### config.mk
export PLATFORM = sky130hd
export DESIGN_NAME = pipe_stage_reg
export DESIGN_NICKNAME = d
export VERILOG_FILES = /design/src/rtl/pipe_stage_reg.sv
export SDC_FILE = /design/constraint.sdc
export NUM_CORES = 1
export LEC_CHECK = 0
export CAP_MARGIN = 25
export CORE_ASPECT_RATIO = 0.6
export CORE_MARGIN = 2
export CORE_UTILIZATION = 40
export DETAILED_ROUTE_END_ITERATION = 7
export HOLD_SLACK_MARGIN = 0.1
export PLACE_DENSITY = 0.76
export SETUP_SLACK_MARGIN = 0.3
export SLEW_MARGIN = 20
export SYNTH_ARGS = -nofsm -noshare
export SYNTH_HDL_FRONTEND = slang
export SYNTH_SLANG_ARGS = --single-unit
### constraint.sdc
create_clock -name clk -period 8.38 [get_ports clk]
set_clock_uncertainty 0.1 [all_clocks]
set_input_delay 2.095 -clock clk [delete_from_list [all_inputs] [get_ports clk]]
set_output_delay 2.095 -clock clk [all_outputs]
set_load 0.02 [all_outputs]
### src/rtl/pipe_stage_reg.sv
`default_nettype none
// ============================================================================
// Module      : pipe_stage_reg
// Description : Generic pipeline stage register with a valid/ready handshake,
//               synchronous flush and bubble-safe control outputs.
//               SKID=1 builds a 2-entry skid buffer with a registered in_ready.
//               SKID=0 builds a single entry with a combinational in_ready.
//               Optional feature macro: PIPE_STAGE_PERF_EN adds saturating
//               stall_cnt / bubble_cnt performance counters.
// Revision    : 1.0 - initial release
// ============================================================================
module pipe_stage_reg #(
  parameter int DATA_W = 32,
  parameter int CTRL_W = 8,
  parameter int SKID   = 1
) (
  input  logic              clk,
  input  logic              reset,
  input  logic              flush,
  input  logic              in_valid,
  output logic              in_ready,
  input  logic [DATA_W-1:0] in_data,
  input  logic [CTRL_W-1:0] in_ctrl,
  output logic              out_valid,
  input  logic              out_ready,
  output logic [DATA_W-1:0] out_data,
  output logic [CTRL_W-1:0] out_ctrl,
`ifdef PIPE_STAGE_PERF_EN
  output logic [1:0]        occupancy,
  output logic [15:0]       stall_cnt,
  output logic [15:0]       bubble_cnt
`else
  output logic [1:0]        occupancy
`endif
);

  // State encoding doubles as the entry count, so occupancy is the state.
  // SKID=0 only ever uses EMPTY and ONE (ONE acts as FULL).
  localparam logic [1:0] c_EMPTY = 2'd0;
  localparam logic [1:0] c_ONE   = 2'd1;
  localparam logic [1:0] c_TWO   = 2'd2;

  logic [1:0]        r_state;
  logic [1:0]        w_state_nxt;
  logic              w_accept;
  logic              w_release;
  logic [DATA_W-1:0] r_main_data;
  logic [CTRL_W-1:0] r_main_ctrl;

  // Both handshakes are evaluated against the same edge.
  assign w_accept  = in_valid & in_ready;
  assign w_release = out_valid & out_ready;

  // State register; reset returns to EMPTY immediately, no clock needed.
  always_ff @(posedge clk or posedge reset) begin
    if (reset) begin
      r_state <= c_EMPTY;
    end else begin
      r_state <= w_state_nxt;
    end
  end

  // Output decode from the current state.
  always_comb begin
    out_valid = (r_state != c_EMPTY);
    occupancy = r_state;
  end

  // The main register always drives the downstream payload; control is
  // gated by valid so a bubble can never raise a write enable downstream.
  assign out_data = r_main_data;
  assign out_ctrl = r_main_ctrl & {CTRL_W{out_valid}};

  generate
    if (SKID != 0) begin : g_skid
      logic              r_in_ready;
      logic [DATA_W-1:0] r_skid_data;
      logic [CTRL_W-1:0] r_skid_ctrl;

      // Next-state: flush wins, then the EMPTY/ONE/TWO occupancy walk.
      always_comb begin
        w_state_nxt = r_state;
        if (flush) begin
          w_state_nxt = c_EMPTY;
        end else begin
          case (r_state)
            c_EMPTY: begin
              if (w_accept) begin
                w_state_nxt = c_ONE;
              end
            end
            c_ONE: begin
              if (w_accept && !w_release) begin
                w_state_nxt = c_TWO;
              end else if (!w_accept && w_release) begin
                w_state_nxt = c_EMPTY;
              end
            end
            c_TWO: begin
              if (w_release) begin
                w_state_nxt = c_ONE;
              end
            end
            default: w_state_nxt = c_EMPTY;
          endcase
        end
      end

      // Ready is a flop so downstream back-pressure never ripples
      // combinationally to upstream; it drops only while both slots are full.
      always_ff @(posedge clk or posedge reset) begin
        if (reset) begin
          r_in_ready <= 1'b1;
        end else begin
          r_in_ready <= (w_state_nxt != c_TWO);
        end
      end

      assign in_ready = r_in_ready;

      // Payload movement: main takes new data when it is free or being
      // released, the skid slot catches data arriving while main is held.
      always_ff @(posedge clk or posedge reset) begin
        if (reset) begin
          r_main_data <= '0;
          r_main_ctrl <= '0;
          r_skid_data <= '0;
          r_skid_ctrl <= '0;
        end else if (flush) begin
          // Main keeps its last payload (ctrl is masked by valid anyway);
          // the skid slot is wiped so nothing stale can resurface.
          r_skid_data <= '0;
          r_skid_ctrl <= '0;
        end else begin
          case (r_state)
            c_EMPTY: begin
              if (w_accept) begin
                r_main_data <= in_data;
                r_main_ctrl <= in_ctrl;
              end
            end
            c_ONE: begin
              if (w_accept && w_release) begin
                r_main_data <= in_data;
                r_main_ctrl <= in_ctrl;
              end else if (w_accept) begin
                r_skid_data <= in_data;
                r_skid_ctrl <= in_ctrl;
              end
            end
            c_TWO: begin
              if (w_release) begin
                r_main_data <= r_skid_data;
                r_main_ctrl <= r_skid_ctrl;
                r_skid_data <= '0;
                r_skid_ctrl <= '0;
              end
            end
            default: begin
            end
          endcase
        end
      end
    end else begin : g_noskid
      // Single slot: can accept whenever the slot is empty or draining.
      assign in_ready = !out_valid | out_ready;

      // Next-state: flush wins, otherwise EMPTY/FULL toggling.
      always_comb begin
        w_state_nxt = r_state;
        if (flush) begin
          w_state_nxt = c_EMPTY;
        end else begin
          case (r_state)
            c_EMPTY: begin
              if (w_accept) begin
                w_state_nxt = c_ONE;
              end
            end
            c_ONE: begin
              if (w_release && !w_accept) begin
                w_state_nxt = c_EMPTY;
              end
            end
            default: w_state_nxt = c_EMPTY;
          endcase
        end
      end

      // Load the slot on every accept; a flushed-cycle accept is dropped.
      always_ff @(posedge clk or posedge reset) begin
        if (reset) begin
          r_main_data <= '0;
          r_main_ctrl <= '0;
        end else if (!flush && w_accept) begin
          r_main_data <= in_data;
          r_main_ctrl <= in_ctrl;
        end
      end
    end
  endgenerate

`ifdef PIPE_STAGE_PERF_EN
  logic [15:0] r_stall_cnt;
  logic [15:0] r_bubble_cnt;

  // Saturating stall/bubble counters; only reset clears them, not flush.
  always_ff @(posedge clk or posedge reset) begin
    if (reset) begin
      r_stall_cnt  <= '0;
      r_bubble_cnt <= '0;
    end else begin
      if (out_valid && !out_ready && (r_stall_cnt != 16'hFFFF)) begin
        r_stall_cnt <= r_stall_cnt + 16'd1;
      end
      if (!out_valid && (r_bubble_cnt != 16'hFFFF)) begin
        r_bubble_cnt <= r_bubble_cnt + 16'd1;
      end
    end
  end

  assign stall_cnt  = r_stall_cnt;
  assign bubble_cnt = r_bubble_cnt;
`else
`endif

endmodule
`default_nettype wire

==> results.yml, run 1 <==
run_status:
  outcome: "finished, final reports clean"
power_and_ir_drop:
  p_int_uw: 818
  seqPwrFrac_pct: 42.1
  p_total_mw: 1.12
  leakagePower_nw: 2.41
  combPwrFrac_pct: 22.3
  peakVddDrop_mv: 0.0905
  p_switching_uw: 306
  pwr-share-clk_pct: 35.6
  swShare_pct: 27.2
  p_per_area_mw_per_mm2: 216
layout:
  final_cell_mix: "clkdlybuf4s50_1, dfrtp_1, nor2_1, mux2i_1, a21oi_1"
  finalNetCount: 498
  drive_gt1_share_pct: 5.48
  diodes: 0
  fillCellCount: 840
  mostFrequentLayoutCell: "clkdlybuf4s50_1"
  syn_to_final_growth_pct: 31.0
grt:
  grt_pass1_vias: 2859
  grt_overflow: 0
  grt_pass1_wl_um: 14900
  grt_util_all_layers_pct: 17.9
  grt_antenna_before_repair: 0
  grt_max_degree: 84
synth:
  yosys.area.top_type: "dfrtp_1"
  synthesis.area_mm2: 0.00398
  seq_area_frac_synth_pct: 52.2
  synth-warning-count: 0
  yosysTopAreaCellShare_pct: 51.6
  synth.area.top_cells: "dfrtp_1, mux2i_1, nor2_1"
  synth_cell_types: 25
  syn_inst: 376
  synth_seq_cells: 83
  synth.avg_cell_area_um2: 10.6
  synth_nets: 421
cts:
  clock_path_buffers: 2
  clock-sinks: 83
  postCtsSetupRepairBufs: 0
  cts_buffers: 9
  clkSlewWorstSetupHoldPaths_ps: 60
  cts_tree: "done"
  postCtsHoldBufs: 0
  cts.htree.levels: 3
  cts_root_buf: "clkbuf_16"
  clk_latency_ps: 330
  cts_resized: 0
die:
  die_h_um: 81.2
  fp.dieW_um: 133
  std_cell_rows: 28
  die_area_mm2: 0.0108
  ios: 89
  coreArea_mm2: 0.00977
  initial_core_util_pct: 40.7
detailed_routing:
  first_iter_violations: 147
  viasPerCell: 4.87
  wl_um: 9240
  drc: 0
  num_vias: 2877
  dr.pass1.iters: 4
  postRouteAntennaNets: 0
  wl_per_cell_um: 15.6
job:
  max-cap-violations: 0
timing:
  rsz0062_at_grt: "no"
  post-route-period-util_pct: 52.2
  slew_headroom_pct: 42.7
  hold-worst-slack_ps: 427
  setup_viol: 0
  worst_slack_ps: 4010
  max_freq_mhz: 229
  fin_crit_ps: 4370
  fin_setup_tns_ps: 0
  finalHoldViolations: 0
  maxSlewViolCount: 0
  worstMarginPinSlew_ps: 860
setup_path:
  r2r-start: "in_ready"
  crit_type: "in -> reg"
  critPathMaxFanout: 48
  cp-start-kind: "input port"
  worstPathRequired_ps: 8530
  rr_endpoint: "g_skid.r_skid_data[21]"
  worstPathCellList: "clkdlybuf4s50_1, nand4b_1, a31oi_4, buf_4, nor2_1, a21oi_1"
  reg2reg_depth: 5
  rrSetupSlack_ps: 5810
  endpoint_kind: "flip-flop"
  crit_end: "out_data[27]"
  setup.worst_path.start: "out_ready"
  cp.arrival_ps: 4520
  max_stage_delay_ps: 750
  critPathSlowestCell: "a31oi_4"
place:
  dp_hpwl_um: 5990
  gp_congestion: 0.734
  io_buffers: 88
  preCtsSetupSlack_ps: 3690
hold_path:
  holdCritPathClass: "reg -> reg"
## worst max-delay path: cells and delay by family
family	cells	cell delay [ps]
buffers and inverters	2	1200
AO/OA/AOI/OAI	2	890
AND/OR/NAND/NOR	2	300
## stage by stage
stage	utilization, %	cell area (µm²)	instances
5_1_grt	53.3	5210	591
4_1_cts	53.3	5210	591
2_1_floorplan	-	3980	376
3_5_place_dp	50.2	4900	577
6_report	53.3	5210	591
3_3_place_gp	50.2	4900	577
## Yosys cell counts
cell       number
nor2b_1         8
nor2_1         80
nand3b_1        4
buf_1           1
and2_1         38
nand3_1         3
nand2b_1        1
nand4bb_1       1
buf_2          10
a211o_1         1
buf_6           4
a21o_1          1
inv_1           2
clkbuf_1        8
mux2i_1        78
a21oi_1        42
dfrtp_1        82
a31oi_4         1
nand4b_1        1
nand2_1         2
a211oi_1        1
a31oi_1         1
dfstp_2         1
buf_4           4
nor4b_4         1
## power groups by stage
stage | Clock (mW) | Sequential, mW | Combinational, mW
after global placement | 0 | 0.477 | 0.248
after floorplan | 0 | 0.514 | 0.0953
final | 0.400 | 0.473 | 0.251
after CTS | 0.408 | 0.473 | 0.254
after global routing | 0.426 | 0.479 | 0.272
after detailed placement | 0 | 0.479 | 0.252
## routing by layer
metal  vias to the layer above  GRT usage [%]  wire, µm
met4                         0           3.87        55
met1                      1378           25.4      4640
met3                         7           6.93       583
met5                         -              0         0
li1                       1420              -         -
met2                        72           25.9      3960
## layout make-up
type	instances	area, µm²	share of cell area (%)
multi-input combinational	264	1740	33.3
clock inverter	2	35.0	0.672
timing repair buffer	93	917	17.6
sequential	83	2080	39.9
inverter	2	8.76	0.168
clock buffer	12	267	5.12
tap	135	169	3.24
## worst min-delay path by stage
| stage | cells after the start | start | endpoint | slack [ps] |
|---|---|---|---|---|
| floorplan | 2 | r_main_ctrl[0] | r_main_ctrl[0] | 390 |
| global placement | 2 | r_main_ctrl[4] | r_main_ctrl[4] | 400 |
| detailed placement | 2 | r_main_ctrl[3] | r_main_ctrl[3] | 410 |
| CTS | 2 | out_data[20] | out_data[20] | 430 |
| finish | 2 | out_data[20] | out_data[20] | 430 |
| global route | 2 | out_data[20] | out_data[20] | 450 |
## state kept, by name, indices dropped and copies added, names as in the netlist
register and count:
g_skid.r_skid_data 32, out_data 32, g_skid.r_skid_ctrl 8, r_main_ctrl 8, occupancy 2, in_ready 1
## cells by family after synthesis
logic type / count (synthesis) / synth area share, %
mux: 78 / 19.6
flops: 83 / 52.2
buf+inv: 29 / 4.18
compound gates: 47 / 6.57
simple gates: 139 / 17.4
Power figures use the tool's default switching activity.
==> inputs of run 2 (changes only) <==
--- a/config.mk
+++ b/config.mk
@@ -11,7 +11,7 @@
 export CORE_UTILIZATION = 40
 export DETAILED_ROUTE_END_ITERATION = 7
 export HOLD_SLACK_MARGIN = 0.1
-export PLACE_DENSITY = 0.76
+export PLACE_DENSITY = 0.78
 export SETUP_SLACK_MARGIN = 0.3
 export SLEW_MARGIN = 20
 export SYNTH_ARGS = -nofsm -noshare
==> constraint.sdc (replaced) <==
create_clock -name clk -period 3.75 [get_ports clk]
set_clock_uncertainty 0.1 [all_clocks]
set_input_delay 0.9375 -clock clk [delete_from_list [all_inputs] [get_ports clk]]
set_output_delay 0.9375 -clock clk [all_outputs]
set_load 0.02 [all_outputs]
==> run 2 against run 1 <==
Global-route usage up 0.17 points. First-iteration DRC count up 39%. Core utilization about the same. Critical path type is now reg -> out. Critical endpoint is now out_ctrl[0]. Largest cell class unchanged. Largest power group unchanged. Highest routed layer unchanged.
==> results.yml, run 2 (same netlist as run 1, synthesis figures left out) <==
cts:
  cts_tree: "done"
  clock_path_buffers: 2
  postCtsSetupRepairBufs: 0
  cts.htree.levels: 3
  cts_resized: 0
  cts_buffers: 9
  clkSlewWorstSetupHoldPaths_ps: 60
  cts_root_buf: "clkbuf_16"
  clock-sinks: 83
  clk_latency_ps: 340
  postCtsHoldBufs: 0
setup_path:
  rr_endpoint: "out_data[6]"
  reg2reg_depth: 4
  critPathMaxFanout: 9
  cp.arrival_ps: 2180
  crit_type: "reg -> out"
  endpoint_kind: "primary output"
  cp-start-kind: "flip-flop"
  worstPathRequired_ps: 2710
  rrSetupSlack_ps: 1440
  r2r-start: "occupancy[0]"
detailed_routing:
  viasPerCell: 4.98
  drc: 0
  dr.pass1.iters: 4
  wl_um: 9200
  first_iter_violations: 204
  num_vias: 2969
  postRouteAntennaNets: 0
  wl_per_cell_um: 15.4
power_and_ir_drop:
  combPwrFrac_pct: 23.6
  leakagePower_nw: 2.41
  seqPwrFrac_pct: 43.8
  peakVddDrop_mv: 0.227
  pwr-share-clk_pct: 32.6
  swShare_pct: 28.7
  p_int_mw: 1.72
  p_switching_uw: 689
  p_per_area_mw_per_mm2: 462
place:
  dp_hpwl_um: 6090
  preCtsSetupSlack_ps: 801
  placed_cell_area_mm2: 0.00495
  dp.cells: 580
  io_buffers: 88
  gp_congestion: 0.796
die:
  std_cell_rows: 28
  fp.dieW_um: 133
  initial_core_util_pct: 40.7
  coreArea_mm2: 0.00977
  die_h_um: 81.2
  ios: 89
  die_area_mm2: 0.0108
job:
  max-cap-violations: 0
timing:
  post-route-period-util_pct: 85.8
  worstMarginPinSlew_ps: 1000
  setup_viol: 0
  maxSlewViolCount: 0
  rsz0062_at_grt: "no"
  finalHoldViolations: 0
  max_freq_mhz: 311
  fin_crit_ps: 3220
  fin_setup_tns_ps: 0
  slew_headroom_pct: 33.2
  worst_slack_ps: 534
layout:
  syn_to_final_growth_pct: 31.0
  multi_input_area_mm2: 0.00174
  diodes: 0
  layout.cells.non_filler: 596
  drive_gt1_share_pct: 5.86
  final_cell_mix: "clkdlybuf4s50_1, dfrtp_1, nor2_1, mux2i_1, a21oi_1"
  fillCellCount: 852
  mostFrequentLayoutCell: "clkdlybuf4s50_1"
  fin_area_mm2: 0.00521
  regArea_mm2: 0.00208
  finalNetCount: 501
grt:
  grt_antenna_before_repair: 0
  grt_max_degree: 63
  grt_overflow: 0
  grt_pass1_wl_um: 15000
  grt_util_all_layers_pct: 18.1
  grt_pass1_vias: 3026
run_status:
  outcome: "finished, final reports clean"
hold_path:
  holdCritStartpoint: "r_main_ctrl[6]"
  holdCritPathClass: "reg -> reg"
  hold_end: "r_main_ctrl[6]"
  min_path_cells: 2
run 2: critical path: stages (launching register included):
cell,delay (ps)
dfrtp_1,500
nor2_1,600
nor2b_1,160
clkdlybuf4s50_1,580
run 2: layout make-up:
cell class	count	share of cell area (%)
inverters	2	0.168
clock buffers	12	4.54
well taps	135	3.24
clock inverters	4	0.384
multi-input cells	264	33.3
flip-flops and latches	83	39.9
repair buffers	96	18.4
run 2: how the worst max path moves through the flow:
stage / from / end / cells after the start
2_1_floorplan: reset / g_skid.r_skid_ctrl[0] / 1
3_3_place_gp: in_valid / g_skid.r_skid_data[29] / 6
3_5_place_dp: in_valid / g_skid.r_skid_ctrl[2] / 6
4_1_cts: occupancy[1] / out_ctrl[0] / 3
5_1_grt: occupancy[1] / out_ctrl[0] / 3
6_report: occupancy[1] / out_ctrl[0] / 3
run 2: stage by stage:
step	util [%]	hold slack, ps	power, mW
2_1_floorplan	-	387	1.36
5_1_grt	53.3	461	2.53
3_3_place_gp	50.7	402	1.62
6_report	53.3	421	2.41
3_5_place_dp	50.7	409	1.64
4_1_cts	53.3	424	2.43
run 2: power by group through the flow:
stage	clock network [mW]	registers (mW)	logic (mW)
final	0.784	1.05	0.568
after global routing	0.845	1.07	0.615
after CTS	0.799	1.06	0.574
after detailed placement	0	1.07	0.572
after global placement	0	1.07	0.558
after floorplan	0	1.15	0.213
run 2: routing by layer:
layer | global-route usage, % | share of wire [%]
met2 | 28.4 | 44
met4 | 5.48 | 0.42
met5 | 0 | 0
met1 | 23.6 | 50
met3 | 6.62 | 6.0
==> inputs of run 3 (changes only) <==
==> constraint.sdc (replaced) <==
create_clock -name clk -period 2.71 [get_ports clk]
set_clock_uncertainty 0.1 [all_clocks]
set_input_delay 0.6775 -clock clk [delete_from_list [all_inputs] [get_ports clk]]
set_output_delay 0.6775 -clock clk [all_outputs]
set_load 0.02 [all_outputs]
==> run 3 against run 2 <==
Worst setup slack lost 180 ps. Final cell count grew 0.67%. First-iteration DRC count shrank 1.5%. Critical path depth shrank 1. Combinational power grew 40%. Core utilization grew 2.3 points. Global-route usage grew 0.61 points. Total power grew 57%. Worst hold slack gained 1.2 ps. Routed wire length grew 3.0%. Non-clock buffer count grew 3. Sequential share of layout area shrank 1.6 points. Largest power group is now clock. Highest routed layer is now met5.
==> results.yml, run 3 (same netlist as run 1, synthesis figures left out) <==
setup_path:
  cp.buffers_inverters: 2
  crit_type: "reg -> out"
  critPathSlowestCell: "clkdlybuf4s50_1"
  reg2reg_depth: 5
  cp-start-kind: "flip-flop"
  rrSetupSlack_ps: 750
  max_stage_delay_ps: 630
  r2r-start: "occupancy[0]"
  worstPathRequired_ps: 1930
  crit_family: "buffers and inverters"
  critPathMaxFanout: 7
  cp.arrival_ps: 1580
  endpoint_kind: "primary output"
  rr_endpoint: "out_data[28]"
  worstPathCellList: "buf_4, clkdlybuf4s50_1"
detailed_routing:
  dr.pass1.iters: 7
  drc: 0
  postRouteAntennaNets: 0
  first_iter_violations: 201
  viasPerCell: 4.94
  wl_per_cell_um: 15.8
  num_vias: 2964
  wl_um: 9470
place:
  dp_hpwl_um: 6180
  placed_cell_area_mm2: 0.00502
  gp_congestion: 0.743
  io_buffers: 88
  preCtsSetupSlack_ps: 138
hold_path:
  min_path_cells: 2
  holdCritStartpoint: "r_main_ctrl[7]"
  holdCritPathClass: "reg -> reg"
  hold_end: "r_main_ctrl[7]"
cts:
  cts_tree: "done"
  cts.htree.levels: 3
  clock_path_buffers: 2
  postCtsHoldBufs: 0
  clkSlewWorstSetupHoldPaths_ps: 60
  cts_buffers: 9
  clock-sinks: 83
  clk_latency_ps: 340
  cts_root_buf: "clkbuf_16"
grt:
  grt_max_degree: 45
  grt_overflow: 0
  grt_util_all_layers_pct: 18.7
  grt_antenna_before_repair: 1
  grt_pass1_wl_um: 15500
  grt_pass1_vias: 2989
die:
  std_cell_rows: 28
  die_h_um: 81.2
  initial_core_util_pct: 40.7
  fp.dieW_um: 133
  ios: 89
  coreArea_mm2: 0.00977
  die_area_mm2: 0.0108
timing:
  post-route-period-util_pct: 86.9
  setup_viol: 0
  worst_slack_ps: 356
  slew_headroom_pct: 63.8
  maxSlewViolCount: 0
  fin_crit_ps: 2350
  fin_setup_tns_ps: 0
  worstMarginPinSlew_ps: 542
  finalHoldViolations: 0
  rsz0062_at_grt: "no"
  max_freq_mhz: 425
layout:
  fin_area_mm2: 0.00543
  finalNetCount: 505
  drive_gt1_share_pct: 7.96
  final_cell_mix: "dfrtp_1, nor2_1, mux2i_1, clkdlybuf4s50_1, a21oi_1"
  mostFrequentLayoutCell: "dfrtp_1"
  diodes: 0
  syn_to_final_growth_pct: 36.5
  fillCellCount: 809
power_and_ir_drop:
  p_per_area_mw_per_mm2: 694
  peakVddDrop_mv: 0.346
  leakagePower_nw: 2.59
run_status:
  outcome: "finished, final reports clean"
job:
  max-cap-violations: 0
[run 3: routing by layer]
metal  wire [µm]  GRT usage (%)
met1        4650           25.6
met2        4070           27.8
met3         652           7.18
met4          85           5.16
met5          11              0
[run 3: area by class of cell]
cell class	count	area [µm²]	area share (%)
sequential	83	2080	38.3
multi-input combinational	265	1750	32.2
timing repair buffer	99	1040	19.2
clock buffer	10	239	4.40
tap	135	169	3.11
clock inverter	6	136	2.51
inverter	2	11.3	0.207
[run 3: how the worst max path moves through the flow]
stage	startpoint	end	slack, ps	depth (start not counted)
2_1_floorplan	occupancy[1]	out_valid	790	3
3_3_place_gp	in_valid	g_skid.r_skid_data[22]	220	6
3_5_place_dp	in_valid	g_skid.r_skid_data[14]	140	6
4_1_cts	occupancy[1]	out_ctrl[0]	310	3
5_1_grt	occupancy[0]	occupancy[0]	310	2
6_report	occupancy[0]	occupancy[0]	360	2
[run 3: what timing repair did]
item                       in CTS  in global routing
setup buffers                   1                  0
pin swaps                       1                  0
setup endpoints to repair       9                  6
gates resized for setup         8                  6
gates cloned                    1                  0
[run 3: through the flow]
step                      cells  hold slack, ps  power, mW  util (%)
final                       600             422       3.77      55.5
after detailed placement    582             416       2.28      51.4
after floorplan             376             387       1.88         -
after global placement      582             403       2.26      51.4
after CTS                   600             430       3.81      55.4
after global routing        600             452       3.94      55.5
[run 3: worst register-to-register path, stage by stage (launching register included)]
cell	delay (ps)
dfrtp_2	440
buf_4	170
nand2b_2	430
buf_12	320
mux2i_1	280
a21oi_1	100
[run 3: power breakdown]
part	switching, mW	internal, mW	total, mW	leakage [nW]
Clock	0.496	1.02	1.52	0.179
Sequential	0.0783	1.38	1.46	1.03
Combinational	0.408	0.386	0.794	1.39
Total	0.982	2.78	3.77	2.59
